`src/rtl/alu_control_mdu_if.sv`:
```
// Bundle between EX-stage control and the ALU-control / multiply-divide unit.
// The master side presents the instruction; the slave side returns decode, hazard and HI/LO state.
interface alu_control_mdu_if #(
    parameter int WIDTH = 32
);
    logic             op_valid;
    logic [1:0]       ALUOp;
    logic [5:0]       FuncCode;
    logic [WIDTH-1:0] rs_data;
    logic [WIDTH-1:0] rt_data;
    logic [3:0]       out;
    logic             stall;
    logic [WIDTH-1:0] mdu_rdata;
    logic             mdu_sel;
    logic             busy;
    logic             illegal;
    logic [WIDTH-1:0] hi;
    logic [WIDTH-1:0] lo;

    modport master (
        output op_valid, ALUOp, FuncCode, rs_data, rt_data,
        input  out, stall, mdu_rdata, mdu_sel, busy, illegal, hi, lo
    );

    modport slave (
        input  op_valid, ALUOp, FuncCode, rs_data, rt_data,
        output out, stall, mdu_rdata, mdu_sel, busy, illegal, hi, lo
    );
endinterface

```
`src/rtl/alu_control_mdu.sv`:
```
// ALU function decoder plus iterative radix-2 multiply/divide unit with HI/LO registers.
// Define MDU_DIV_EN to include DIV/DIVU; without it the divider datapath is not built.
module alu_control_mdu #(
    parameter int WIDTH = 32,
    parameter int CNT_W = 6
) (
    input  logic                clk,
    input  logic                reset,
    alu_control_mdu_if.slave    bus
);
    localparam logic [1:0] S_IDLE = 2'd0;
    localparam logic [1:0] S_RUN  = 2'd1;
    localparam logic [1:0] S_FIX  = 2'd2;

    localparam logic [5:0] F_ADD   = 6'b100000;
    localparam logic [5:0] F_SUB   = 6'b100010;
    localparam logic [5:0] F_AND   = 6'b100100;
    localparam logic [5:0] F_OR    = 6'b100101;
    localparam logic [5:0] F_NOR   = 6'b100111;
    localparam logic [5:0] F_SLT   = 6'b101010;
    localparam logic [5:0] F_MFHI  = 6'b010000;
    localparam logic [5:0] F_MTHI  = 6'b010001;
    localparam logic [5:0] F_MFLO  = 6'b010010;
    localparam logic [5:0] F_MTLO  = 6'b010011;
    localparam logic [5:0] F_MULT  = 6'b011000;
    localparam logic [5:0] F_MULTU = 6'b011001;
    localparam logic [5:0] F_DIV   = 6'b011010;
    localparam logic [5:0] F_DIVU  = 6'b011011;

    localparam logic [CNT_W-1:0] CNT_LAST = CNT_W'(WIDTH - 1);

    logic [1:0]       state_reg;
    logic [CNT_W-1:0] cnt_reg;
    logic [WIDTH-1:0] acc_hi_reg;
    logic [WIDTH-1:0] acc_lo_reg;
    logic [WIDTH-1:0] opb_reg;
    logic [WIDTH-1:0] hi_reg;
    logic [WIDTH-1:0] lo_reg;
    logic             a_neg_reg;
    logic             b_neg_reg;
`ifdef MDU_DIV_EN
    logic             div_reg;
`endif

    logic             rtype;
    logic             is_mul;
    logic             is_div;
    logic             is_hazard;
    logic             busy;
    logic             start;
    logic             do_mthi;
    logic             do_mtlo;
    logic             op_signed;
    logic             a_neg_c;
    logic             b_neg_c;
    logic [WIDTH-1:0] a_mag;
    logic [WIDTH-1:0] b_mag;
    logic [WIDTH:0]   mul_sum;
    logic [2*WIDTH-1:0] prod;
    logic [2*WIDTH-1:0] prod_fix;

    always_comb begin
        bus.out     = 4'd0;
        bus.illegal = 1'b0;
        case (bus.ALUOp)
            2'b00:   bus.out = 4'd2;
            2'b01:   bus.out = 4'd6;
            default: begin
                case (bus.FuncCode)
                    F_ADD:   bus.out = 4'd2;
                    F_SUB:   bus.out = 4'd6;
                    F_AND:   bus.out = 4'd0;
                    F_OR:    bus.out = 4'd1;
                    F_NOR:   bus.out = 4'd12;
                    F_SLT:   bus.out = 4'd7;
                    F_MULT, F_MULTU, F_MFHI, F_MTHI, F_MFLO, F_MTLO:
                             bus.out = 4'd2;
`ifdef MDU_DIV_EN
                    F_DIV, F_DIVU:
                             bus.out = 4'd2;
`endif
                    default: bus.illegal = 1'b1;
                endcase
            end
        endcase
    end

    assign rtype  = bus.ALUOp[1];
    assign is_mul = (bus.FuncCode == F_MULT) || (bus.FuncCode == F_MULTU);
`ifdef MDU_DIV_EN
    assign is_div = (bus.FuncCode == F_DIV) || (bus.FuncCode == F_DIVU);
`else
    assign is_div = 1'b0;
`endif
    assign is_hazard = is_mul || is_div ||
                       (bus.FuncCode == F_MFHI) || (bus.FuncCode == F_MFLO) ||
                       (bus.FuncCode == F_MTHI) || (bus.FuncCode == F_MTLO);

    assign busy      = (state_reg != S_IDLE);
    assign bus.busy  = busy;
    assign bus.stall = bus.op_valid && rtype && busy && is_hazard;

    assign start   = bus.op_valid && rtype && (is_mul || is_div) && (state_reg == S_IDLE);
    assign do_mthi = bus.op_valid && rtype && (bus.FuncCode == F_MTHI) && (state_reg == S_IDLE);
    assign do_mtlo = bus.op_valid && rtype && (bus.FuncCode == F_MTLO) && (state_reg == S_IDLE);

    assign bus.mdu_rdata = (bus.FuncCode == F_MFHI) ? hi_reg :
                           (bus.FuncCode == F_MFLO) ? lo_reg : '0;
    assign bus.mdu_sel   = bus.op_valid && rtype && !bus.stall &&
                           ((bus.FuncCode == F_MFHI) || (bus.FuncCode == F_MFLO));
    assign bus.hi = hi_reg;
    assign bus.lo = lo_reg;

    // Signed variants have an even funct; the iteration itself only sees magnitudes.
    assign op_signed = ~bus.FuncCode[0];
    assign a_neg_c   = op_signed & bus.rs_data[WIDTH-1];
    assign b_neg_c   = op_signed & bus.rt_data[WIDTH-1];
    assign a_mag     = a_neg_c ? (-bus.rs_data) : bus.rs_data;
    assign b_mag     = b_neg_c ? (-bus.rt_data) : bus.rt_data;

    assign mul_sum  = {1'b0, acc_hi_reg} + (acc_lo_reg[0] ? {1'b0, opb_reg} : '0);
    assign prod     = {acc_hi_reg, acc_lo_reg};
    assign prod_fix = (a_neg_reg ^ b_neg_reg) ? (-prod) : prod;

`ifdef MDU_DIV_EN
    logic [WIDTH:0]   div_shift;
    logic [WIDTH:0]   div_diff;
    logic             div_ok;
    logic [WIDTH-1:0] quo_fix;
    logic [WIDTH-1:0] rem_fix;

    assign div_shift = {acc_hi_reg, acc_lo_reg[WIDTH-1]};
    assign div_diff  = div_shift - {1'b0, opb_reg};
    assign div_ok    = ~div_diff[WIDTH];
    // A zero divisor leaves the remainder holding |dividend|, so the sign fix restores it exactly.
    assign quo_fix   = (opb_reg == '0) ? '1 :
                       ((a_neg_reg ^ b_neg_reg) ? (-acc_lo_reg) : acc_lo_reg);
    assign rem_fix   = a_neg_reg ? (-acc_hi_reg) : acc_hi_reg;
`endif

    always_ff @(posedge clk or posedge reset) begin
        if (reset) begin
            state_reg  <= S_IDLE;
            cnt_reg    <= '0;
            acc_hi_reg <= '0;
            acc_lo_reg <= '0;
            opb_reg    <= '0;
            hi_reg     <= '0;
            lo_reg     <= '0;
            a_neg_reg  <= 1'b0;
            b_neg_reg  <= 1'b0;
`ifdef MDU_DIV_EN
            div_reg    <= 1'b0;
`endif
        end else begin
            case (state_reg)
                S_IDLE: begin
                    if (start) begin
                        acc_hi_reg <= '0;
                        acc_lo_reg <= a_mag;
                        opb_reg    <= b_mag;
                        a_neg_reg  <= a_neg_c;
                        b_neg_reg  <= b_neg_c;
`ifdef MDU_DIV_EN
                        div_reg    <= is_div;
`endif
                        cnt_reg    <= '0;
                        state_reg  <= S_RUN;
                    end else begin
                        if (do_mthi) hi_reg <= bus.rs_data;
                        if (do_mtlo) lo_reg <= bus.rs_data;
                    end
                end
                S_RUN: begin
`ifdef MDU_DIV_EN
                    if (div_reg) begin
                        acc_hi_reg <= div_ok ? div_diff[WIDTH-1:0] : div_shift[WIDTH-1:0];
                        acc_lo_reg <= {acc_lo_reg[WIDTH-2:0], div_ok};
                    end else
`endif
                    begin
                        acc_hi_reg <= mul_sum[WIDTH:1];
                        acc_lo_reg <= {mul_sum[0], acc_lo_reg[WIDTH-1:1]};
                    end
                    cnt_reg <= cnt_reg + 1'b1;
                    if (cnt_reg == CNT_LAST) state_reg <= S_FIX;
                end
                S_FIX: begin
`ifdef MDU_DIV_EN
                    if (div_reg) begin
                        hi_reg <= rem_fix;
                        lo_reg <= quo_fix;
                    end else
`endif
                    begin
                        hi_reg <= prod_fix[2*WIDTH-1:WIDTH];
                        lo_reg <= prod_fix[WIDTH-1:0];
                    end
                    state_reg <= S_IDLE;
                end
                default: state_reg <= S_IDLE;
            endcase
        end
    end
endmodule

```
`src/flat_wrapper.sv`:
```
// flat-port wrapper written by rule: the top's interface ports become plain ports
module alu_control_mdu_flat 
#(
    parameter int WIDTH = 32,
    parameter int CNT_W = 6
)
  (clk, reset, bus_op_valid, bus_ALUOp, bus_FuncCode, bus_rs_data, bus_rt_data, bus_out, bus_stall, bus_mdu_rdata, bus_mdu_sel, bus_busy, bus_illegal, bus_hi, bus_lo);
  alu_control_mdu_if #(.WIDTH(WIDTH)) bus_i ();
  input  logic clk;
  input  logic reset;
  input wire logic [$bits(bus_i.op_valid)-1:0] bus_op_valid;
  input wire logic [$bits(bus_i.ALUOp)-1:0] bus_ALUOp;
  input wire logic [$bits(bus_i.FuncCode)-1:0] bus_FuncCode;
  input wire logic [$bits(bus_i.rs_data)-1:0] bus_rs_data;
  input wire logic [$bits(bus_i.rt_data)-1:0] bus_rt_data;
  output wire logic [$bits(bus_i.out)-1:0] bus_out;
  output wire logic [$bits(bus_i.stall)-1:0] bus_stall;
  output wire logic [$bits(bus_i.mdu_rdata)-1:0] bus_mdu_rdata;
  output wire logic [$bits(bus_i.mdu_sel)-1:0] bus_mdu_sel;
  output wire logic [$bits(bus_i.busy)-1:0] bus_busy;
  output wire logic [$bits(bus_i.illegal)-1:0] bus_illegal;
  output wire logic [$bits(bus_i.hi)-1:0] bus_hi;
  output wire logic [$bits(bus_i.lo)-1:0] bus_lo;
  assign bus_i.op_valid = bus_op_valid;
  assign bus_i.ALUOp = bus_ALUOp;
  assign bus_i.FuncCode = bus_FuncCode;
  assign bus_i.rs_data = bus_rs_data;
  assign bus_i.rt_data = bus_rt_data;
  assign bus_out = bus_i.out;
  assign bus_stall = bus_i.stall;
  assign bus_mdu_rdata = bus_i.mdu_rdata;
  assign bus_mdu_sel = bus_i.mdu_sel;
  assign bus_busy = bus_i.busy;
  assign bus_illegal = bus_i.illegal;
  assign bus_hi = bus_i.hi;
  assign bus_lo = bus_i.lo;
  alu_control_mdu #(.WIDTH(WIDTH), .CNT_W(CNT_W)) u_core (.clk(clk), .reset(reset), .bus(bus_i));
endmodule
```
`config.mk`:
```
export PLATFORM = sky130hd
export DESIGN_NAME = alu_control_mdu_flat
export DESIGN_NICKNAME = d
export VERILOG_FILES = /design/src/rtl/alu_control_mdu_if.sv /design/src/rtl/alu_control_mdu.sv /design/src/flat_wrapper.sv
export SDC_FILE = /design/constraint.sdc
export NUM_CORES = 1
export LEC_CHECK = 0
export ABC_AREA = 1
export CORE_ASPECT_RATIO = 0.75
export CORE_UTILIZATION = 57
export CTS_CLUSTER_DIAMETER = 80
export DETAILED_ROUTE_END_ITERATION = 10
export PLACE_DENSITY_LB_ADDON = 0.08
export SLEW_MARGIN = 30
export SYNTH_ARGS = -nofsm -noshare
export SYNTH_HDL_FRONTEND = slang
export SYNTH_SLANG_ARGS = --single-unit
export TNS_END_PERCENT = 10
```
`constraint.sdc`:
```
create_clock -name clk -period 7.55 [get_ports clk]
set_input_delay 1.8875 -clock clk [delete_from_list [all_inputs] [get_ports clk]]
set_output_delay 1.8875 -clock clk [all_outputs]
set_load 0.02 [all_outputs]
```
==> results.md <==
Global route:
- The global-route congestion overflow total is 0.
- Entering global routing, the biggest net connects 73 pins.
- The via count of the first global-routing pass is 14414.
- The initial antenna violation count is 3.
- The first-pass GRT wire length is 84.2 mm.
- In the global route stage, overall resource usage came out at between 40% and 50%.

Route:
- The iteration count of the initial detailed-routing pass is 6.
- In this run, the number of DRC markers left after iteration 0 of detailed routing was 2533.
- The total wire length after detailed routing is 57.0 mm.
- The routed wire length on met2 is around 21 mm.
- In the final routed layout, each cell accounts on average for 20.4 um.
- The highest metal layer carrying signal wires in the routed design is met5.
- For this run, design rule violations remaining after detail routing come to 0.
- The overall via count from detail_route is 16839.
- After detailed routing, the number of vias per cell comes to 6.02.
- Wire segments on met3 add up to around 10 mm in the final route.
- Once detail routing completed, the nets flagged for antenna violations numbered 0.
- For this block, wires on met1 add up to about 24 mm.

Logic synthesis:
- The mean instance size in the synthesized netlist is 6.05 um^2.
- The count of mapped cells out of synthesis is approximately 2300.
- The number of distinct library cells after synthesis is 45.
- After synthesis the netlist holds a flip-flop and latch count of 170.
- The Yosys step of the flow raised 0 warnings.
- Of the synthesized area, sequential elements account for 30.5%.
- The cell area after synthesis is between 10000 and 15000 um^2.
- The post-synth net total is 2421.

Clocking:
- The clock tree from TritonCTS is yes.
- The clock latency of the later-clocked register in the worst-skew pair is between 0.4 and 0.5 ns.
- Clock-pin slew was measured on the worst setup and hold paths at 0.07 ns.
- The clock passes through at most 2 buffers.
- The number of clock buffers added by TritonCTS is 17.
- In this run the clock root is driven by a sky130_fd_sc_hd__clkbuf_16.
- The clock net sink count is between 150 and 200.
- Gates resized during post-CTS repair numbered 0.
- The number of setup buffers added after CTS is 0.
- The cts-stage hold buffer count is 0.
- The clock tree synthesis step divided the H-tree into 4 levels.

Worst setup path:
- The endpoint type of the worst setup path is an output port.
- For this design, the slowest cell found on the critical path is sky130_fd_sc_hd__clkdlybuf4s50_1.
- The worst setup path is launched from an input pin.
- Along the worst path, the maximum fanout reaches 13.
- The worst setup path is of the input pin to output port kind.
- The endpoint arrival time on the critical path is 4.43 ns.
- By instance count, the cell type seen most on the critical path is sky130_fd_sc_hd__clkdlybuf4s50_1.
- The buffering stage count on the worst path with inverters included is 3.
- The signal on the critical path passes through clkdlybuf4s50_1 -> inv_1 -> nor2_1 -> nand2_1 -> o21ai_0 -> clkdlybuf4s50_1.
- The peak per-stage delay on the critical path is 0.64 ns.
- STA puts the critical path data required time at 5.66 ns.
- The kind of cell with the highest combined delay along the critical path is buffers and inverters.

STA:
- Of the available clock period, the critical path in the final layout requires 83.7%.
- The number of pins with negative max-slew slack in the final report is 0.
- Setup violations remaining at the end of the flow were counted as 0.
- The total negative slack for setup checks is 0 ns.
- After layout, the minimum clock period comes to 6.32 ns.
- Setup slack closes at 1.23 ns.
- Setup repair after global routing left no endpoint under its margin.
- The peak clock frequency supported by timing is 158 MHz.
- Across the routed clock network, the largest skew measured is 0.0135 ns.
- In this run the tightest slew margin relative to its limit is 35.3%.
- The final count of hold timing violations is 0.
- At the pin with the least slew margin, the transition time is 0.971 ns.

Floorplanning:
- The core box area is 24000 um^2.
- The die extent in x is 183 um.
- 179 I/O pins were placed.
- The die is approximately 140 um tall.
- For this configuration, the core starts out at a cell density of ~58%.
- The floorplan has 49 rows.
- The die covers roughly 25000 um^2.

Pwr:
- The static leakage is 8.42 nW.
- The maximum vdd ir drop is 0.000185 V.
- The design draws 3.73 mW.
- The power density normalized to cell area is 225 nW/um^2.

Run status:
- The flow ran to the end, and the final reports show no timing, DRC or antenna violations.

Placed design:
- Routability-driven placement finished with a final weighted congestion of 1.06.
- The worst slack at placement is 1.30 ns.
- The number of buffers inserted by port buffering is between 150 and 200.
- The HPWL after detailed placement is approximately 45 mm.

Flow run:
- Max-cap violations in this run came to 0.

Finish:
- The fraction of final layout cells with drive strength greater than 1 is 3.70%.
- In the final design database the tool counted between 2000 and 3000 nets.
- The area growth from synthesis to layout is 18.8%.
- The filler cells instantiated in the layout total 2108.

Hold path:
- The classification of the worst-slack hold path is flop to flop.
==> worst paths after layout <==
kind	start	endpoint	slack [ns]	depth (start not counted)
max	bus_FuncCode[1]	bus_mdu_rdata[30]	1.23	6
min	u_core.opb_reg[0]$_DFFE_PP0P_	u_core.opb_reg[0]$_DFFE_PP0P_	0.49	2
max reg2reg	u_core.b_neg_reg$_DFFE_PP0P_	u_core.bus.hi[5]$_DFFE_PP0P_	4.50	9
min reg2reg	u_core.opb_reg[0]$_DFFE_PP0P_	u_core.opb_reg[0]$_DFFE_PP0P_	0.49	2
max in group asynchronous	reset	u_core.opb_reg[16]$_DFFE_PP0P_	4.42	3
min in group asynchronous	reset	u_core.bus.lo[2]$_DFFE_PP0P_	1.89	2
==> cell usage in the layout, fill, tap and decap left out, types with 9 or more instances in the layout <==
cell	instances
sky130_fd_sc_hd__o21ai_0	108
sky130_fd_sc_hd__nand3_1	287
sky130_fd_sc_hd__xor2_1	26
sky130_fd_sc_hd__o21ai_2	10
sky130_fd_sc_hd__o21bai_1	10
sky130_fd_sc_hd__inv_1	285
sky130_fd_sc_hd__nand4_1	14
sky130_fd_sc_hd__nand2_1	666
sky130_fd_sc_hd__nor2_1	358
sky130_fd_sc_hd__o22ai_1	10
sky130_fd_sc_hd__clkbuf_16	17
sky130_fd_sc_hd__dfrtp_1	170
sky130_fd_sc_hd__o21ai_1	26
sky130_fd_sc_hd__clkdlybuf4s50_1	178
sky130_fd_sc_hd__ha_1	36
sky130_fd_sc_hd__o211ai_1	9
sky130_fd_sc_hd__o221ai_1	14
sky130_fd_sc_hd__a22oi_1	13
sky130_fd_sc_hd__nor3_1	19
sky130_fd_sc_hd__a21oi_1	106
sky130_fd_sc_hd__inv_2	11
sky130_fd_sc_hd__nand3b_1	9
sky130_fd_sc_hd__buf_4	15
==> where the power goes <==
| group | leakage, nW | internal, mW | switching, mW |
|---|---|---|---|
| Clock | 0.277 | 0.474 | 0.431 |
| Combinational | 6.06 | 0.530 | 0.886 |
| Sequential | 2.09 | 1.12 | 0.292 |
==> routing by layer <==
layer,track usage (%),vias up
met3,21.1,121
met4,14.2,6
met2,58.0,1247
met1,65.2,7761
li1,-,7704
met5,5.20,-
==> worst min-delay path, cell delays in order, from the launching register on <==
cell                      delay, ns
sky130_fd_sc_hd__dfrtp_1       0.35
sky130_fd_sc_hd__nand2_1       0.05
sky130_fd_sc_hd__o21ai_0       0.06
==> logic make-up (layout without fill, tap and decap cells) <==
| logic type | Yosys count | after routing | share of synthesized area, % |
|---|---|---|---|
| DFF | 170 | 170 | 30.5 |
| and+or+nand+nor | 1382 | 1382 | 41.1 |
| AOI/OAI and AO/OA | 321 | 321 | 13.1 |
| buffers and inverters | 372 | 524 | 10.3 |
| adders and majority gates | 37 | 37 | 3.37 |
| xor gates and xnor gates | 27 | 27 | 1.69 |
| other | 0 | 3 | 0 |
==> final cells by class <==
cell class                 count  area [um^2]  area share (%)
multi-input combinational   1767         8290            49.9
sequential                   170         4250            25.6
timing repair buffer         194         1920            11.6
inverter                     298         1120            6.78
clock buffer                  20          447            2.69
tap                          331          414            2.50
clock inverter                12          134           0.807
antenna                        3         7.51          0.0453
==> synth_stat cells (all sizes together) <==
| cell | number | area (um^2) |
|---|---|---|
| o32ai | 1 | 8.76 |
| nand3 | 289 | 1460 |
| nor3b | 1 | 7.51 |
| a22oi | 13 | 97.6 |
| o211ai | 9 | 67.6 |
| nand3b | 9 | 67.6 |
| a21boi | 1 | 7.51 |
| and3 | 2 | 12.5 |
| nand2 | 668 | 2510 |
| o2111ai | 1 | 8.76 |
| inv | 297 | 1110 |
| and2 | 2 | 12.5 |
| o21bai | 10 | 75.1 |
| nor2 | 369 | 1430 |
| a21oi | 106 | 531 |
| o31ai | 4 | 30.0 |
| nand4 | 14 | 87.6 |
| o22ai | 10 | 62.6 |
| xor2 | 26 | 228 |
| or2 | 6 | 37.5 |
| o21a | 1 | 7.51 |
| fa | 1 | 20.0 |
| clkinv | 1 | 5.00 |
| a31oi | 6 | 37.5 |
| ha | 36 | 450 |
| xnor2 | 1 | 8.76 |
| o221ai | 14 | 123 |
| o21ai | 144 | 758 |
| nor3 | 20 | 111 |
| buf | 29 | 146 |
| nor4 | 2 | 12.5 |
| clkbuf | 45 | 169 |
| dfrtp | 170 | 4250 |
| a22o | 1 | 8.76 |
==> per-stage QoR <==
stage	cells	area, um^2	hold slack [ns]	utilization (%)
2_1_floorplan	2309	14000	0.449	-
3_3_place_gp	2759	16000	0.468	66.5
3_5_place_dp	2760	16000	0.467	66.6
4_1_cts	2792	16600	0.488	69.0
5_1_grt	2795	16600	0.508	69.0
6_report	2795	16600	0.488	69.0
(Power assumes the default switching activity.)
